==> src/rtl/multi_cycle_ctrl.sv <==
// multi_cycle_ctrl -- control FSM for a five-instruction-class multi-cycle MIPS
// datapath (R-type add/sub/and/or/slt, addi, lw, sw, beq).
//
// Ports:
//   clk, rst              rising-edge clock, synchronous active-high reset
//   opCode, funct         instruction fields, valid from DECODE onward
//   memReady              memory completes the current access this cycle
//   PCWrite..ALUOp        datapath control strobes/selects, decoded from state
//   state                 current state code
//   instrCount            retired-instruction counter (wraps)
//   illegalOp             one-cycle pulse when DECODE rejects the instruction
module multi_cycle_ctrl (
    input  logic        clk,
    input  logic        rst,
    input  logic [5:0]  opCode,
    input  logic [5:0]  funct,
    input  logic        memReady,
    output logic        PCWrite,
    output logic        PCWriteCond,
    output logic        PCSource,
    output logic        IorD,
    output logic        MemReadEn,
    output logic        MemWriteEn,
    output logic        IRWrite,
    output logic        RegDst,
    output logic        MemtoReg,
    output logic        RegWriteEn,
    output logic        ALUSrcA,
    output logic [1:0]  ALUSrcB,
    output logic [2:0]  ALUOp,
    output logic [3:0]  state,
    output logic [31:0] instrCount,
    output logic        illegalOp
);

    localparam logic [3:0] S_FETCH  = 4'd0;
    localparam logic [3:0] S_DECODE = 4'd1;
    localparam logic [3:0] S_MEMADR = 4'd2;
    localparam logic [3:0] S_MEMRD  = 4'd3;
    localparam logic [3:0] S_MEMWB  = 4'd4;
    localparam logic [3:0] S_MEMWR  = 4'd5;
    localparam logic [3:0] S_EXEC   = 4'd6;
    localparam logic [3:0] S_ALUWB  = 4'd7;
    localparam logic [3:0] S_ADDIEX = 4'd8;
    localparam logic [3:0] S_ADDIWB = 4'd9;
    localparam logic [3:0] S_BRANCH = 4'd10;

    localparam logic [5:0] OP_RTYPE = 6'h00;
    localparam logic [5:0] OP_ADDI  = 6'h08;
    localparam logic [5:0] OP_LW    = 6'h23;
    localparam logic [5:0] OP_SW    = 6'h2B;
    localparam logic [5:0] OP_BEQ   = 6'h04;

    logic [3:0]  state_q, state_d;
    logic [31:0] instr_count_q, instr_count_d;
    logic        rtype_ok;
    logic [2:0]  funct_alu_op;
    logic        retire;

    // funct -> ALU operation; rtype_ok flags the supported subset
    always_comb begin
        rtype_ok     = 1'b1;
        funct_alu_op = 3'b000;
        case (funct)
            6'h20:   funct_alu_op = 3'b000;
            6'h22:   funct_alu_op = 3'b001;
            6'h24:   funct_alu_op = 3'b010;
            6'h25:   funct_alu_op = 3'b011;
            6'h2A:   funct_alu_op = 3'b100;
            default: rtype_ok     = 1'b0;
        endcase
    end

    // State and counter registers
    always_ff @(posedge clk) begin
        if (rst) begin
            state_q       <= S_FETCH;
            instr_count_q <= 32'd0;
        end else begin
            state_q       <= state_d;
            instr_count_q <= instr_count_d;
        end
    end

    // Next state and retirement
    always_comb begin
        state_d = S_FETCH;
        retire  = 1'b0;
        case (state_q)
            S_FETCH:  state_d = memReady ? S_DECODE : S_FETCH;
            S_DECODE: begin
                if (opCode == OP_LW || opCode == OP_SW)     state_d = S_MEMADR;
                else if (opCode == OP_RTYPE && rtype_ok)    state_d = S_EXEC;
                else if (opCode == OP_ADDI)                 state_d = S_ADDIEX;
                else if (opCode == OP_BEQ)                  state_d = S_BRANCH;
                else                                        state_d = S_FETCH;
            end
            S_MEMADR: begin
                if (opCode == OP_LW)      state_d = S_MEMRD;
                else if (opCode == OP_SW) state_d = S_MEMWR;
                else                      state_d = S_FETCH;
            end
            S_MEMRD:  state_d = memReady ? S_MEMWB : S_MEMRD;
            S_MEMWR: begin
                state_d = memReady ? S_FETCH : S_MEMWR;
                retire  = memReady;
            end
            S_EXEC:   state_d = S_ALUWB;
            S_ADDIEX: state_d = S_ADDIWB;
            S_MEMWB, S_ALUWB, S_ADDIWB, S_BRANCH: begin
                state_d = S_FETCH;
                retire  = 1'b1;
            end
            default:  state_d = S_FETCH;
        endcase
        instr_count_d = retire ? instr_count_q + 32'd1 : instr_count_q;
    end

    // Control outputs; everything is forced low while reset is held
    always_comb begin
        PCWrite     = 1'b0;
        PCWriteCond = 1'b0;
        PCSource    = 1'b0;
        IorD        = 1'b0;
        MemReadEn   = 1'b0;
        MemWriteEn  = 1'b0;
        IRWrite     = 1'b0;
        RegDst      = 1'b0;
        MemtoReg    = 1'b0;
        RegWriteEn  = 1'b0;
        ALUSrcA     = 1'b0;
        ALUSrcB     = 2'b00;
        ALUOp       = 3'b000;
        illegalOp   = 1'b0;
        if (!rst) begin
            case (state_q)
                S_FETCH: begin
                    MemReadEn = 1'b1;
                    ALUSrcB   = 2'b01;
                    IRWrite   = memReady;
                    PCWrite   = memReady;
                end
                S_DECODE: begin
                    ALUSrcB   = 2'b11;
                    // DECODE falls back to FETCH exactly when the instruction is unsupported
                    illegalOp = (state_d == S_FETCH);
                end
                S_MEMADR, S_ADDIEX: begin
                    ALUSrcA = 1'b1;
                    ALUSrcB = 2'b10;
                end
                S_MEMRD: begin
                    IorD      = 1'b1;
                    MemReadEn = 1'b1;
                end
                S_MEMWR: begin
                    IorD       = 1'b1;
                    MemWriteEn = 1'b1;
                end
                S_MEMWB: begin
                    MemtoReg   = 1'b1;
                    RegWriteEn = 1'b1;
                end
                S_EXEC: begin
                    ALUSrcA = 1'b1;
                    ALUOp   = funct_alu_op;
                end
                S_ALUWB: begin
                    RegDst     = 1'b1;
                    RegWriteEn = 1'b1;
                    ALUOp      = funct_alu_op;
                end
                S_ADDIWB: RegWriteEn = 1'b1;
                S_BRANCH: begin
                    ALUSrcA     = 1'b1;
                    ALUOp       = 3'b001;
                    PCWriteCond = 1'b1;
                    PCSource    = 1'b1;
                end
                default: ;
            endcase
        end
    end

    assign state      = state_q;
    assign instrCount = instr_count_q;

endmodule

==> config.mk <==
export PLATFORM = sky130hd
export DESIGN_NAME = multi_cycle_ctrl
export DESIGN_NICKNAME = d
export VERILOG_FILES = /design/src/rtl/multi_cycle_ctrl.sv
export SDC_FILE = /design/constraint.sdc
export NUM_CORES = 1
export LEC_CHECK = 0
export CORE_ASPECT_RATIO = 0.7
export CORE_MARGIN = 1.5
export CORE_UTILIZATION = 45
export DETAILED_ROUTE_END_ITERATION = 8
export PLACE_DENSITY = 0.84
export SYNTH_ARGS = -nofsm -noshare
export SYNTH_HDL_FRONTEND = slang
export SYNTH_SLANG_ARGS = --single-unit
export TNS_END_PERCENT = 20
==> constraint.sdc <==
create_clock -name clk -period 3.7 [get_ports clk]
set_input_delay 0.74 -clock clk [delete_from_list [all_inputs] [get_ports clk]]
set_output_delay 0.74 -clock clk [all_outputs]
set_load 0.005 [all_outputs]
### Word level (Yosys, flattened, before mapping)

Index checks and enable logic that the tools add are counted.

* add/subtract/negate cells: 1
* equal/unequal tests: 19
* multiplexer cells: 37
* reduce and logical (&&, ||, !) cells: 13

Operator list (count)
* 6-bit equality test, second input constant: 7
* 32-bit by 1-bit adder with 32-bit output, second input constant: 1
* 4-bit case mux with 7 select lines: 1
* 1-bit two-way mux: 22
* 4-bit by 3-bit equality test with 1-bit output, second input constant: 4
* 4-bit two-way mux: 4
* 3-bit two-way mux: 5
* 4-bit equality test, second input constant: 3
* 3-bit case mux with 4 select lines: 1
* 4-bit by 2-bit equality test with 1-bit output, second input constant: 2
* 4-bit logical NOT: 2
* 2-bit OR reduction: 4
* 4-bit OR reduction: 2
* 6-bit by 3-bit equality test with 1-bit output, second input constant: 1
* 6-bit by 4-bit equality test with 1-bit output, second input constant: 1
* 6-bit logical NOT: 1
* 2-bit case mux with 3 select lines: 1
* 3-bit case mux with 2 select lines: 1
* 5-bit OR reduction: 1
* 4-bit by 1-bit equality test with 1-bit output, second input constant: 1
* 3-bit OR reduction: 1
* 2-bit two-way mux: 1
* 1-bit case mux with 2 select lines: 1
* 1-bit logical AND: 1
* 1-bit logical OR: 1

* register bits: 36
* output and inout port bits: 53
* logic and storage cells: 72

### Depth between registers and ports, before layout

* word-level depth: 10
* depth in mapped cells: 7

### Least setup slack after synthesis

OpenSTA, ideal clock, no wires.

* path kind: input -> output
* start: input port opCode[0]
* end: output port illegalOp
* arrival: 1.743 ns
* required time: 2.960 ns
* slack: 1.217 ns
* stages: 4
* path buffers: 0
* cell sequence: or4_1 > nor3b_1 > o21ai_0 > nor3b_1

* word-level cells in the longest chain between the ends: 9

Ends and longest elaborated chain
* start, declared: RTL line 15 `input logic [5:0] opCode,`
* 6-bit by 3-bit equality test with 1-bit output: RTL line 95 `else if (opCode == OP_BEQ) state_d = S_BRANCH;`
* 4-bit two-way mux: RTL line 95
* 4-bit two-way mux: RTL line 94 `else if (opCode == OP_ADDI) state_d = S_ADDIEX;`
* 4-bit two-way mux: RTL line 93 `else if (opCode == OP_RTYPE && rtype_ok) state_d = S_EXEC;`
* 4-bit two-way mux: RTL line 92 `if (opCode == OP_LW || opCode == OP_SW) state_d = S_MEMADR;`
* 4-bit case mux with 7 select lines *: RTL line 89 `case (state_q)`
* 4-bit logical NOT *: RTL line 146 `illegalOp = (state_d == S_FETCH);`
* 1-bit two-way mux *: RTL line 136 `case (state_q)`
* 1-bit two-way mux *: RTL line 135 `if (!rst) begin`
* end, declared: RTL line 33 `output logic illegalOp`

Every way passes the cells marked *; elsewhere a longest branch is shown, timed or not.

### Final worst setup path

Ends and elaborated chain as after synthesis.

==> flow_summary.yaml <==
outcome:
  status: "completed"
floorplan:
  die_h_microns: 61.66
  die-area_sq_mm: 0.005352
  die_w_microns: 86.80
  initial_core_util_pct: 46.51
  core_sq_mm: 0.004756
  rows: 21
  io_pins: 68
finish:
  final_cells: 407
  multi_input_area_sq_mm: 0.001398
  final_cell_area_sq_mm: 0.003035
  area_growth_pct: 37.22
  drive_above_1_share_pct: 7.692
  final_common_cell: "clkdlybuf4s50_1"
  fill_cells: 434
  nets: 353
  regArea_sq_um: 720.7
  most-common-layout-cells: "clkdlybuf4s50_1, dfxtp_1, nor2_1"
  antenna_cells: 0
drt:
  dr.first_iter.drc_count: 88
  drt_wl_total_mm: 5.561
  drt-vias-per-instance: 5.634
  wire_per_inst_microns: 13.66
  vias: 2293
  drc_errors: 0
  ant_nets: 0
  first_pass_iters: 4
worst_setup_path:
  r2r-end: "instrCount[20]"
  path_cells: "clkdlybuf4s50_1, or4_1, nor3b_1, o21ai_0, nor3b_1, clkdlybuf4s50_1"
  critPathMaxStageDelay_ps: 600
  crit_path_start_kind: "input port"
  crit_required_ps: 2960
  cp_slowest_cell: "or4_1"
  ff2ff_path_depth: 5
  end_kind: "primary output"
  crit_family: "simple AND/OR/NAND/NOR gates"
  crit_fanout: 4
  reg2reg_slack_ps: 1350
  critPathKind: "in -> out"
  arrival_ps: 2750
  reg2reg_from: "state[0]"
  cp_num_buf_inv: 2
sta:
  skew_ps: 5.008
  period_minus_slack_ps: 3494
  fin_setup_tns_ps: 0
  relSlewSlack_pct: 49.31
  hold_viol: 0
  setup_violations: 0
  rsz0062_at_grt: "no"
  period_share_pct: 94.43
  tightest_slew_ps: 759.4
  final_max_slew_viol_count: 0
  fmax_ghz: 0.2862
pwr:
  p_comb_share_pct: 6.8
  p_per_area_mw_per_mm2: 272.9
  power.switching_mw: 0.1721
  swShare_pct: 20.78
  internal_power_mw: 0.6564
  p_leak_nw: 0.9596
  clockPowerShare_pct: 45.8
  peakVddDrop_v: 0.0001769
  power.share.sequential_pct: 47.4
clock_tree:
  cts_tree: "yes"
  cts_made_buffers: 5
  clk-insertion-delay-late_ps: 290
  clk_path_buf_depth: 2
  cts_setup_buffers: 0
  postCtsHoldBufs: 0
  ctsResizeCount: 0
  root_buffer: "clkbuf_8"
  clk_pin_slew_worst_paths_ps: 70
  cts.sinks: 36
  cts.htree.levels: 2
synth:
  synth_cell_types: 56
  async_flop_share_pct: 0
  synth-edff-count: 0
  ys_seq_elements: 36
  synthCells: 277
  ys.flop_type: "dfxtp_1"
  yosysSeqAreaShare_pct: 32.58
  yosys_warnings: 0
  syn_nets: 293
  synth.avg_cell_area_sq_um: 7.986
  synth_area_sq_mm: 0.002212
placement:
  numPortBuffers: 67
  dp_hpwl_mm: 4.029
  placed_area_sq_mm: 0.002909
  place.gp.congestion: 0.8122
  placedCellCount: 399
global_route:
  antenna_found_initial: 0
  overflow: 0
  grt_usage_pct: 21.41
  grt_pass1_vias: 1923
  grt_max_degree: 33
  grt_pass1_wl_mm: 9.011
hold_path:
  min_to: "instrCount[28]"
  hp-start: "instrCount[28]"
  whs_path_depth: 2
  hp-class: "reg -> reg"
flow_run:
  drv_cap: 0
-- how the worst max path moves through the flow --
| stage | from | to | slack, ps | cells past startpoint |
|---|---|---|---|---|
| after floorplan | opCode[0] | illegalOp | 1220 | 4 |
| after global placement | opCode[0] | illegalOp | 280 | 6 |
| after detailed placement | opCode[0] | illegalOp | 240 | 6 |
| after CTS | opCode[0] | illegalOp | 230 | 6 |
| after global routing | opCode[0] | illegalOp | 100 | 6 |
| final | opCode[0] | illegalOp | 210 | 6 |
-- power groups by stage --
stage | registers [mW] | logic, mW | clock network [mW]
after floorplan | 0.398 | 0.0265 | 0
after global placement | 0.402 | 0.0553 | 0
after detailed placement | 0.402 | 0.0560 | 0
after CTS | 0.393 | 0.0562 | 0.388
after global routing | 0.393 | 0.0618 | 0.400
final | 0.393 | 0.0563 | 0.379
-- synthesized netlist by cell type (2+ instances only) --
| cell | n | area, sq um |
|---|---|---|
| dfxtp_1 | 36 | 720.7 |
| nand3_1 | 17 | 85.08 |
| o21ai_0 | 21 | 105.1 |
| nand2_1 | 20 | 75.07 |
| buf_4 | 2 | 15.01 |
| nor4_1 | 12 | 75.07 |
| nor4b_2 | 2 | 30.03 |
| nand2b_1 | 6 | 37.54 |
| nor4b_1 | 2 | 17.52 |
| or3_1 | 10 | 62.56 |
| a21oi_1 | 19 | 95.09 |
| o22a_1 | 2 | 17.52 |
| nand4_1 | 10 | 62.56 |
| and3_2 | 2 | 15.01 |
| xor2_1 | 5 | 43.79 |
| and4_1 | 3 | 26.28 |
| nor2b_1 | 4 | 25.02 |
| a211oi_1 | 2 | 15.01 |
| nand4b_1 | 2 | 17.52 |
| inv_1 | 3 | 11.26 |
| nor3b_1 | 2 | 15.01 |
| clkbuf_1 | 11 | 41.29 |
| nor3_1 | 4 | 20.02 |
| a31oi_1 | 2 | 12.51 |
| buf_2 | 3 | 15.01 |
| or3_2 | 2 | 15.01 |
| xnor2_1 | 12 | 105.1 |
| nor2_1 | 31 | 116.4 |
| nand3b_1 | 3 | 22.52 |
-- per-stage QoR --
step                worst slack [ps]  util (%)  hold WS, ps  power, mW
floorplan                       1217         -        475.6     0.4248
global placement               280.8     61.17        478.6     0.4568
detailed placement             238.9     61.17        494.3     0.4578
CTS                            225.4     63.83        504.8     0.8369
global route                   97.85     63.83        525.9     0.8553
finish                         206.0     63.83        503.5     0.8285
-- cell type report --
type | instances | area share (%)
multi-input combinational | 221 | 46.04
sequential | 36 | 23.74
timing repair buffer | 70 | 22.84
clock buffer | 7 | 3.174
tap | 69 | 2.844
clock inverter | 1 | 0.9893
inverter | 3 | 0.3710
-- per-layer routing --
layer | global-route usage [%] | share of wire [%]
met2 | 34.33 | 45
met4 | 4.839 | 0.45
met5 | 0 | 0
met1 | 29.76 | 49
met3 | 4.826 | 5.6
-- flip-flops by register name (all words and copies together), names as in the netlist --
signal and flops:
state 4, instrCount 32
-- worst reg2reg max path: cells and delay by family, from the launching register on --
| kind | cells | cell delay (ps) |
|---|---|---|
| and+or+nand+nor | 3 | 980 |
| DFF | 1 | 820 |
| AOI/OAI and AO/OA | 2 | 500 |
-- logic make-up (layout without fill, tap and decap cells) --
| kind of cell | after synthesis | in the layout | synth area share (%) |
|---|---|---|---|
| AO/OA/AOI/OAI | 58 | 58 | 16.29 |
| XOR/XNOR | 17 | 17 | 6.731 |
| adder cells (fa/ha/maj) | 1 | 1 | 0.5655 |
| buffers and inverters | 20 | 81 | 4.242 |
| flip-flops | 36 | 36 | 32.58 |
| multiplexers | 1 | 1 | 0.4525 |
| AND/OR/NAND/NOR | 144 | 144 | 39.14 |
No activity file was read; power rests on OpenSTA's default activity.
